===== src/rtl/seg_pkg.sv =====
// Shared definitions for the multiplexed seven-segment scan scheduler:
// bus constants, phase encoding and common/brightness helpers.
package seg_pkg;

  localparam logic [7:0] SEG_OFF = 8'h00;

  typedef enum logic [1:0] {
    BLANK,
    SHOW,
    DARK
  } phase_t;

  // Digit 0 owns the MSB of the common vector; bits above num_digits stay high.
  function automatic logic [7:0] com_onehot_n(input int unsigned index,
                                              input int unsigned num_digits);
    logic [7:0] v;
    v = '1;
    v[3'(num_digits - 1 - index)] = 1'b0;
    return v;
  endfunction

  // ((bright + 1) * w) >> 4, evaluated in 64 bits, clamped to at least 1.
  function automatic int unsigned on_cycles_calc(input logic [3:0] bright,
                                                 input int unsigned w);
    logic [63:0] prod;
    prod = (64'(bright) + 64'd1) * 64'(w);
    prod = prod >> 4;
    return (prod == 64'd0) ? 32'd1 : 32'(prod);
  endfunction

endpackage


===== src/rtl/seg_scan_scheduler_if.sv =====
// Digit-pattern inputs and display-side outputs of the scan scheduler.
interface seg_scan_scheduler_if #(
  parameter int unsigned NUM_DIGITS = 8
);

  logic [8*NUM_DIGITS-1:0] digit_data;
  logic [NUM_DIGITS-1:0]   digit_en;
  logic [3:0]              bright;
  logic [NUM_DIGITS-1:0]   seg_com;
  logic [7:0]              seg_data;
  logic                    frame_done;

  modport master (
    output digit_data, digit_en, bright,
    input  seg_com, seg_data, frame_done
  );

  modport slave (
    input  digit_data, digit_en, bright,
    output seg_com, seg_data, frame_done
  );

endinterface


===== src/rtl/scan_slot_timer.sv =====
// Slot cycle counter and digit index for the scan scheduler, with wrap
// logic and slot/frame start strobes decoded from the counter state.
module scan_slot_timer #(
  parameter int unsigned NUM_DIGITS  = 8,
  parameter int unsigned SLOT_CYCLES = 1000,
  parameter int unsigned KW          = $clog2(SLOT_CYCLES),
  parameter int unsigned IW          = $clog2(NUM_DIGITS)
) (
  input  logic          clk,
  input  logic          rst,
  output logic [KW-1:0] k,
  output logic [IW-1:0] index,
  output logic          slot_start,
  output logic          frame_start
);

  always_ff @(posedge clk or posedge rst) begin
    if (rst) begin
      k     <= '0;
      index <= '0;
    end else if (k == KW'(SLOT_CYCLES - 1)) begin
      k     <= '0;
      index <= (index == IW'(NUM_DIGITS - 1)) ? '0 : index + 1'b1;
    end else begin
      k <= k + 1'b1;
    end
  end

  assign slot_start  = (k == '0);
  assign frame_start = slot_start && (index == '0);

endmodule


===== src/rtl/seg_scan_scheduler.sv =====
// Time-multiplexes one segment bus across NUM_DIGITS active-low-common
// digits: per slot a blanking gap, then a brightness-scaled on-window.
module seg_scan_scheduler
  import seg_pkg::*;
#(
  parameter int unsigned NUM_DIGITS   = 8,
  parameter int unsigned SLOT_CYCLES  = 1000,
  parameter int unsigned BLANK_CYCLES = 16
) (
  input logic                 clk,
  input logic                 rst,
  seg_scan_scheduler_if.slave bus
);

  localparam int unsigned W  = SLOT_CYCLES - BLANK_CYCLES;
  localparam int unsigned KW = $clog2(SLOT_CYCLES);
  localparam int unsigned IW = $clog2(NUM_DIGITS);

  logic [KW-1:0] k;
  logic [IW-1:0] index;
  logic          slot_start;
  logic          frame_start;

  scan_slot_timer #(
    .NUM_DIGITS (NUM_DIGITS),
    .SLOT_CYCLES(SLOT_CYCLES),
    .KW         (KW),
    .IW         (IW)
  ) u_timer (
    .clk        (clk),
    .rst        (rst),
    .k          (k),
    .index      (index),
    .slot_start (slot_start),
    .frame_start(frame_start)
  );

  logic [KW-1:0] on_cycles;
  logic [7:0]    snap_data;
  logic          snap_en;
  logic [31:0]   kx;
  logic          in_blank;
  logic          in_window;

  assign kx        = 32'(k);
  assign in_blank  = slot_start || (kx < BLANK_CYCLES);
  assign in_window = kx < (BLANK_CYCLES + 32'(on_cycles));

  // Brightness is latched only at frame start; the digit snapshot is taken
  // on the last blanking cycle so the whole on-window shows one pattern.
  always_ff @(posedge clk or posedge rst) begin
    if (rst) begin
      on_cycles <= KW'(W);
      snap_data <= SEG_OFF;
      snap_en   <= 1'b0;
    end else begin
      if (frame_start)
        on_cycles <= KW'(on_cycles_calc(bus.bright, W));
      if (kx == BLANK_CYCLES - 1) begin
        snap_data <= bus.digit_data[{index, 3'b000} +: 8];
        snap_en   <= bus.digit_en[index];
      end
    end
  end

  phase_t                phase;
  logic [NUM_DIGITS-1:0] seg_com_q;
  logic [7:0]            seg_data_q;
  logic                  frame_done_q;

  // phase holds the phase of the previous slot cycle; k selects the next one.
  always_ff @(posedge clk or posedge rst) begin
    if (rst) begin
      phase        <= BLANK;
      seg_com_q    <= '1;
      seg_data_q   <= SEG_OFF;
      frame_done_q <= 1'b0;
    end else begin
      frame_done_q <= (kx == SLOT_CYCLES - 1) && (32'(index) == NUM_DIGITS - 1);
      case (phase)
        BLANK: begin
          if (in_blank) begin
            phase      <= BLANK;
            seg_com_q  <= '1;
            seg_data_q <= SEG_OFF;
          end else if (in_window && snap_en) begin
            phase      <= SHOW;
            seg_com_q  <= NUM_DIGITS'(com_onehot_n(32'(index), NUM_DIGITS));
            seg_data_q <= snap_data;
          end else begin
            phase      <= DARK;
            seg_com_q  <= '1;
            seg_data_q <= SEG_OFF;
          end
        end
        SHOW: begin
          if (in_blank) begin
            phase      <= BLANK;
            seg_com_q  <= '1;
            seg_data_q <= SEG_OFF;
          end else if (in_window) begin
            phase      <= SHOW;
            seg_com_q  <= NUM_DIGITS'(com_onehot_n(32'(index), NUM_DIGITS));
            seg_data_q <= snap_data;
          end else begin
            phase      <= DARK;
            seg_com_q  <= '1;
            seg_data_q <= SEG_OFF;
          end
        end
        default: begin
          phase      <= in_blank ? BLANK : DARK;
          seg_com_q  <= '1;
          seg_data_q <= SEG_OFF;
        end
      endcase
    end
  end

  assign bus.seg_com    = seg_com_q;
  assign bus.seg_data   = seg_data_q;
  assign bus.frame_done = frame_done_q;

endmodule

===== src/flat_wrapper.sv =====
// flat-port wrapper written by rule: the top's interface ports become plain ports
module seg_scan_scheduler_flat import seg_pkg::*;
#(
  parameter int unsigned NUM_DIGITS   = 8,
  parameter int unsigned SLOT_CYCLES  = 1000,
  parameter int unsigned BLANK_CYCLES = 16
)
  (clk, rst, bus_digit_data, bus_digit_en, bus_bright, bus_seg_com, bus_seg_data, bus_frame_done);
  seg_scan_scheduler_if #(.NUM_DIGITS(NUM_DIGITS)) bus_i ();
  input logic clk;
  input logic rst;
  input wire logic [$bits(bus_i.digit_data)-1:0] bus_digit_data;
  input wire logic [$bits(bus_i.digit_en)-1:0] bus_digit_en;
  input wire logic [$bits(bus_i.bright)-1:0] bus_bright;
  output wire logic [$bits(bus_i.seg_com)-1:0] bus_seg_com;
  output wire logic [$bits(bus_i.seg_data)-1:0] bus_seg_data;
  output wire logic [$bits(bus_i.frame_done)-1:0] bus_frame_done;
  assign bus_i.digit_data = bus_digit_data;
  assign bus_i.digit_en = bus_digit_en;
  assign bus_i.bright = bus_bright;
  assign bus_seg_com = bus_i.seg_com;
  assign bus_seg_data = bus_i.seg_data;
  assign bus_frame_done = bus_i.frame_done;
  seg_scan_scheduler #(.NUM_DIGITS(NUM_DIGITS), .SLOT_CYCLES(SLOT_CYCLES), .BLANK_CYCLES(BLANK_CYCLES)) u_core (.clk(clk), .rst(rst), .bus(bus_i));
endmodule

===== config.mk =====
export PLATFORM = sky130hd
export DESIGN_NAME = seg_scan_scheduler_flat
export DESIGN_NICKNAME = d
export VERILOG_FILES = /design/src/rtl/seg_pkg.sv /design/src/rtl/seg_scan_scheduler_if.sv /design/src/rtl/scan_slot_timer.sv /design/src/rtl/seg_scan_scheduler.sv /design/src/flat_wrapper.sv
export SDC_FILE = /design/constraint.sdc
export NUM_CORES = 1
export LEC_CHECK = 0
export CORE_UTILIZATION = 44
export CTS_BUF_LIST = sky130_fd_sc_hd__clkbuf_16
export DETAILED_ROUTE_END_ITERATION = 10
export PLACE_DENSITY = 0.71
export SETUP_SLACK_MARGIN = 0.4
export SYNTH_ARGS = -nofsm -noshare
export SYNTH_HDL_FRONTEND = slang
export SYNTH_HIERARCHICAL = 1
export SYNTH_SLANG_ARGS = --single-unit

===== constraint.sdc =====
create_clock -name clk -period 2.8 [get_ports clk]
set_input_delay 0.42 -clock clk [delete_from_list [all_inputs] [get_ports clk]]
set_output_delay 0.42 -clock clk [all_outputs]
set_load 0.02 [all_outputs]

==> results.md, run 1 <==
- CP startpoint kind: primary input
- Final instance area: about 5500 um2
- Cells after DPL: between 600 and 700
- Min Hold Slack: about 0.51 ns
- Synth cell types: 56
- Setup Skew: 0.005971 ns
- P&R area growth vs syn: 46.64%
- Initial Utilization: 0.4552
- Core area: between 8000 and 9000 um2
- Storage element area: between 1000 and 1500 um2
- Pins Over Slew Limit: 0
- Fmax: around 320 MHz
- Cell family with most CP delay: adder cells
- Net Sw Frac: 0.3125
- WP data required: 3.02 ns
- VDD IR max: around 0.35 mV
- Yosys reg bits: 51
- Ranking of synthesized cells by area: dfrtp_1, ha_1, dfstp_2
- Layout cells sized above 1: 0.2471
- Worst path cell trace: buf_8, ha_4, xor2_4, ha_4, inv_4, fa_1, fa_1, inv_2, ha_4, a21oi_2, o211ai_1, buf_4, buf_6, xor2_1, mux2_4
- Worst-path maximum fanout: 4
- GRT Total Usage: 0.2284
- Initial DRC count: 94
- Htree depth: 2
- Logic gate share of total power: 0.441
- CTS Buf Count: 5
- Slew HR: 0.5014
- Worst Setup SP: bus_bright[1]
- Final nets: between 600 and 700
- Tot Pwr: 2841 uW
- Drt pass-1 iters: 4
- Hpwl dp: around 7300 um
- Later-pin clock latency in the skew report: 0.29 ns
- Max-cap viol count: 0
- Delay of the slowest critical-path stage: 0.54 ns
- Post-synth EDFFs: 0
- DIE AREA: between 8000 and 9000 um2
- Port-buffer cells: 94
- Setup_tns: -1.340 ns
- Internal Power: approximately 2000 uW
- Antenna cell count: 0
- Lkg Pwr: ~0.0024 uW
- Tmin final: 3.159 ns
- Syn Nets: between 500 and 600
- CTS sink cnt: between 50 and 60
- Syn Area/Cell: 9.737 um2
- Period utilization: 1.128
- Top_reg_cell synth: dfrtp_1
- Clock power frac: 0.246
- Initial antenna violation count: 0
- Fin. Hold Viols: 0
- Final Non-Filler Cells: between 600 and 700
- CP max stage cell: fa_1
- Footprint of the multi-input gates: roughly 2600 um2
- Worst-Margin Slew: roughly 0.75 ns
- Top-count cell post-synth: dfrtp_1
- WP depth: 15
- Crit path capture: u_core/on_cycles[6]$_DFFE_PP1P_
- Most Frequent Cell on Critical Path: ha_4
- Post-synth top area cell: dfrtp_1
- Die height: ~94 um
- Post-synth top area share: 0.2463
- Final setup margin: -0.3588 ns
- Total grt overflow: 0
- Unrepaired setup endpoints after global routing: true
- Drt drc: 0
- Vias in the first global route: 3396
- Via density: 5.457
- Remaining antenna violation count: 0
- Post-DP Area: 5109 um2
- Most frequent cells after synthesis: dfrtp_1, ha_1, nor2_1
- Final WL: 9679 um
- FF-to-FF path depth: 7
- Failing checks: setup timing
- Psw: between 800 and 900 uW
- Synth Cell Area: between 3000 and 4000 um2
- Reg2reg setup slack: roughly 0.48 ns
- Part of the power in registers: 0.312
- Die Width: 94.43 um
- Critical Path AT: approximately 3.4 ns
- Pin count of the biggest net entering global routing: 39
- Synth warn: 6
- Fill count: between 600 and 700
- Endpoint class of the critical path: register
- Status: finished, violations left
- Via count: ~3400
- CP bufs+invs: 5
- First-pass GRT wire length: about 16000 um
- Pwr/cell area: slightly above 500 nW/um2
- Cells after synthesis: a little under 400
- # IOs: 95
- Worst reg2reg path startpoint: u_core/on_cycles[4]$_DFFE_PP1P_
- Routability congestion estimate: ~0.84
- Hold WC Path Type: in2async
- Final setup fails: 4
- Clock root buffer: clkbuf_16
- Kind of critical path: in2reg
- Crit Reg-Reg Endpoint: u_core/bus.seg_com[2]$_DFF_PP1_
- CTS tree: done
- # rows: 33
- Asr flop ratio synth: 1.000
- Wire length per cell: 15.74 um
- Reg clk slew, reported paths: 0.07 ns
- Register area share after synthesis: 0.3442
- Clock Tree Buf Depth: 2
[area by class of cell]
| class | count | area share |
|---|---|---|
| inverter | 26 | 0.01816 |
| timing repair buffer | 132 | 0.2286 |
| clock buffer | 5 | 0.02270 |
| tap | 105 | 0.02384 |
| multi-input combinational | 293 | 0.4636 |
| sequential | 51 | 0.2347 |
| clock inverter | 3 | 0.008400 |
[sequential cells by signal, indices dropped and copies added, names as in the netlist]
signal / flops
u_core/bus.frame_done: 1
u_core/bus.seg_com: 8
u_core/bus.seg_data: 8
u_core/on_cycles: 10
u_core/phase: 2
u_core/snap_data: 8
u_core/snap_en: 1
u_core/u_timer/index: 3
u_core/u_timer/k: 10
[power groups by stage]
stage               Sequential (uW)  Clock [uW]  Combinational (uW)
floorplan                       882           0                 643
global placement                895           0                 965
detailed placement              899           0                1010
CTS                             887         712                1150
global route                    898         741                1370
finish                          887         700                1250
[repair_timing]
| action | in CTS | in global routing |
|---|---|---|
| endpoints found under the setup margin | 7 | 21 |
| setup buffers | 2 | 0 |
| hold buffers | 0 | 0 |
| resized for setup | 41 | 24 |
| pin swaps | 13 | 7 |
[worst register-to-register path, stage by stage, from the launching register on]
cell and delay, ns:
dfstp_2 0.58, ha_2 0.28, inv_1 0.06, ha_1 0.23, a21o_1 0.17, a221oi_2 0.37
o21ai_2 0.14, or4_1 0.41
[per-stage QoR]
step	util	setup WS, ns
after floorplan	-	-0.4867
after global placement	0.6186	-1.099
after detailed placement	0.6186	-1.209
after CTS	0.6574	-0.3589
after global routing	0.6674	-0.4608
final	0.6674	-0.3588
[placed cells by master (no fill, tap or decap), drive strengths merged, types with 5 or more instances in the layout]
master         synthesis  routed
clkdlybuf4s50          0      90
buf                   12      42
dfrtp                 37      37
ha                    36      36
nor2                  29      29
inv                   26      27
a21oi                 21      21
nand2                 20      20
o21ai                 19      19
mux2                  16      16
dfstp                 14      14
nand3                 13      13
and3                  10      10
nand4                 10      10
xor2                  10      10
xnor2                 10      10
a22oi                  9       9
mux2i                  7       7
nor2b                  7       7
and2                   6       6
nor3                   6       6
clkbuf                 4       5
fa                     5       5
a221oi                 5       5
[worst min-delay path by stage]
| stage | startpoint | end | slack (ns) | cells past startpoint |
|---|---|---|---|---|
| 2_1_floorplan | rst | u_core/u_timer/index[0]$_DFFE_PP0N_ | 0.30 | 1 |
| 3_3_place_gp | u_core/on_cycles[3]$_DFFE_PP1P_ | u_core/on_cycles[3]$_DFFE_PP1P_ | 0.48 | 2 |
| 3_5_place_dp | u_core/on_cycles[3]$_DFFE_PP1P_ | u_core/on_cycles[3]$_DFFE_PP1P_ | 0.49 | 2 |
| 4_1_cts | u_core/on_cycles[3]$_DFFE_PP1P_ | u_core/on_cycles[3]$_DFFE_PP1P_ | 0.50 | 2 |
| 5_1_grt | u_core/snap_data[1]$_DFFE_PP0N_ | u_core/bus.seg_data[1]$_DFF_PP0_ | 0.53 | 1 |
| 6_report | rst | u_core/u_timer/index[0]$_DFFE_PP0N_ | 0.51 | 2 |
[cell families after synthesis]
family,after synthesis,synth area share
AND/OR/NAND/NOR,125,0.1838
buffers and inverters,42,0.04594
flip-flops,51,0.3442
XOR/XNOR,20,0.04660
adder cells (fa/ha/maj),41,0.1465
multiplexers,27,0.09354
AO/OA/AOI/OAI,80,0.1395
[metal layers]
layer / global-route usage / share of wire
met1: 0.2967 / 0.44
met2: 0.3853 / 0.51
met3: 0.03462 / 0.033
met4: 0.08077 / 0.025
met5: 0 / 0
Power figures use the tool's default switching activity.
==> run 2, diff against run 1 <==
--- a/config.mk
+++ b/config.mk
@@ -7,8 +7,9 @@
 export LEC_CHECK = 0
 export CORE_UTILIZATION = 44
 export CTS_BUF_LIST = sky130_fd_sc_hd__clkbuf_16
+export CTS_CLUSTER_DIAMETER = 60
 export DETAILED_ROUTE_END_ITERATION = 10
-export PLACE_DENSITY = 0.71
+export PLACE_DENSITY = 0.75
 export SETUP_SLACK_MARGIN = 0.4
 export SYNTH_ARGS = -nofsm -noshare
 export SYNTH_HDL_FRONTEND = slang
==> constraint.sdc (replaced) <==
create_clock -name clk -period 3.2 [get_ports clk]
set_input_delay 0.48 -clock clk [delete_from_list [all_inputs] [get_ports clk]]
set_output_delay 0.48 -clock clk [all_outputs]
set_load 0.02 [all_outputs]
==> run 2 against run 1 <==
Compared with the run above:
- the flow now finishes without violations
- routed wire length down 3.4%
- critical path type unchanged
- worst setup slack better by 0.44 ns
- flip-flop and latch count stayed put
- largest power group unchanged
==> results.md, run 2 (synthesis gave the netlist of run 1 again) <==
- Remaining antenna violation count: 0
- Via density: roughly 5.4
- Wire length per cell: ~15 um
- VDD IR max: ~0.31 mV
- CTS Buf Count: 5
- GRT Total Usage: 0.2213
- Clock root buffer: clkbuf_16
- Pwr/cell area: ~440 nW/um2
- Total grt overflow: 0
- Pin count of the biggest net entering global routing: 39
- First-pass GRT wire length: between 15000 and 20000 um
- Final WL: between 9000 and 10000 um
- Initial antenna violation count: 0
- Hpwl dp: around 7200 um
- WP data required: 3.41 ns
- Fin. Hold Viols: 0
- Layout cells sized above 1: 0.2264
- Slew HR: 0.3781
- CP max stage cell: fa_1
- Pins Over Slew Limit: 0
- Vias in the first global route: ~3200
- Fmax: 320.1 MHz
- Final Non-Filler Cells: between 600 and 700
- Initial DRC count: approximately 120
- DIE AREA: roughly 9000 um2
- Setup Skew: about 0.0044 ns
- Tmin final: between 3 and 4 ns
- Kind of critical path: in2reg
- Reg clk slew, reported paths: about 0.070 ns
- Core area: 8258 um2
- Initial Utilization: 0.4552
- Commonest non-fill, non-tap cell in the layout: clkdlybuf4s50_1
- Die height: around 94 um
- # rows: 33
- CTS tree: done
- Port-buffer cells: 94
- Status: completed
- Biggest regs: u_core/on_cycles (10), u_core/u_timer/k (10)
- Later-pin clock latency in the skew report: ~0.28 ns
- Die Width: between 90 and 100 um
- Critical Path AT: 3.34 ns
- Final setup fails: 0
- Cells after DPL: 603
- Hold WC Path Type: reg2reg
- CTS sink cnt: 51
- Drt pass-1 iters: 4
- Max-cap viol count: 0
- Period utilization: 0.9761
- Final nets: about 630
- Worst-Margin Slew: just over 0.9 ns
- Commonest non-fill, non-tap cells in the layout: clkdlybuf4s50_1, dfrtp_1, buf_4
- Drt drc: 0
- Cell family with most CP delay: adder cells
- Most Frequent Cell on Critical Path: ha_4
- Min Hold Slack: between 0.4 and 0.5 ns
- Delay of the slowest critical-path stage: around 0.52 ns
- Via count: 3337
- Clock Tree Buf Depth: 2
- Unrepaired setup endpoints after global routing: true
- Worst-path maximum fanout: 4
- Antenna cell count: 0
- Lkg Pwr: ~0.0024 uW
- P&R area growth vs syn: 43.94%
- CP startpoint kind: primary input
- Htree depth: 2
- Worst path cell trace: buf_8, ha_4, xor2_4, ha_4, fa_1, inv_2, fa_1, inv_2, ha_4, buf_6, a211oi_2, o21bai_2, o41ai_2, xnor2_1, a21oi_1
- Endpoint class of the critical path: register
- CP bufs+invs: 4
- Routability congestion estimate: roughly 0.86
- Fill count: 653
- # IOs: 95
run 2: cell types whose count changed in the layout (fill, tap and decap cells not counted), sizes merged:
cell	before	now
clkdlybuf4s15	0	1
clkinvlp	1	0
clkinv	0	2
bufinv	1	0
buf	42	39
run 2: through the flow:
stage	cell area, um2	total power (uW)	setup TNS [ns]	util	setup WS [ns]
6_report	5410	2356	0	0.6552	0.07641
3_3_place_gp	5081	1630	-3.271	0.6153	-0.7520
4_1_cts	5366	2332	-0.003403	0.6498	-0.003403
5_1_grt	5410	2527	-0.1477	0.6552	-0.07088
2_1_floorplan	3829	1334	-0.2810	-	-0.1467
3_5_place_dp	5081	1658	-3.725	0.6153	-0.8817
run 2: final cells by class:
type / count / area (um2) / area share
well taps: 105 / 131.4 / 0.02428
multi-input cells: 293 / 2496 / 0.4614
flip-flops and latches: 51 / 1294 / 0.2391
clock inverters: 3 / 28.78 / 0.005319
inverters: 26 / 100.1 / 0.01850
repair buffers: 130 / 1235 / 0.2283
clock buffers: 5 / 125.1 / 0.02313
run 2: worst paths after layout:
check,from,to,slack (ns),cells after the start
max,bus_bright[1],u_core/on_cycles[9]$_DFFE_PP1P_,0.08,15
min,u_core/on_cycles[3]$_DFFE_PP1P_,u_core/on_cycles[3]$_DFFE_PP1P_,0.49,2
max reg2reg,u_core/on_cycles[4]$_DFFE_PP1P_,u_core/bus.seg_data[3]$_DFF_PP0_,0.80,9
min reg2reg,u_core/on_cycles[3]$_DFFE_PP1P_,u_core/on_cycles[3]$_DFFE_PP1P_,0.49,2
max in group asynchronous,rst,u_core/on_cycles[3]$_DFFE_PP1P_,2.20,3
min in group asynchronous,rst,u_core/u_timer/index[1]$_DFFE_PP0N_,0.56,2
run 2: layer usage:
metal	vias to the layer above	wire length, um	GRT usage
li1	1642	-	-
met1	1605	4065	0.3010
met2	80	4755	0.3720
met3	10	417	0.02818
met4	0	110	0.05641
met5	-	0	0
run 2: worst register-to-register path, delay by kind of cell, from the launching register on:
kind / cells / cell delay (ns)
flops: 1 / 0.58
compound gates: 3 / 0.65
xor+xnor: 1 / 0.15
fa+ha+maj: 2 / 0.52
simple gates: 3 / 0.43
run 2: where the power goes:
group / switching, uW / internal, uW / total, uW
clock network: 239 / 298 / 537
registers: 51.7 / 727 / 779
logic: 453 / 588 / 1040
total: 743 / 1610 / 2360
run 2: timing repair:
action                                  CTS  global route
setup buffers                             2             0
resized for setup                        43             7
pin swaps                                16             3
hold buffers                              0             0
endpoints found under the setup margin    6             5
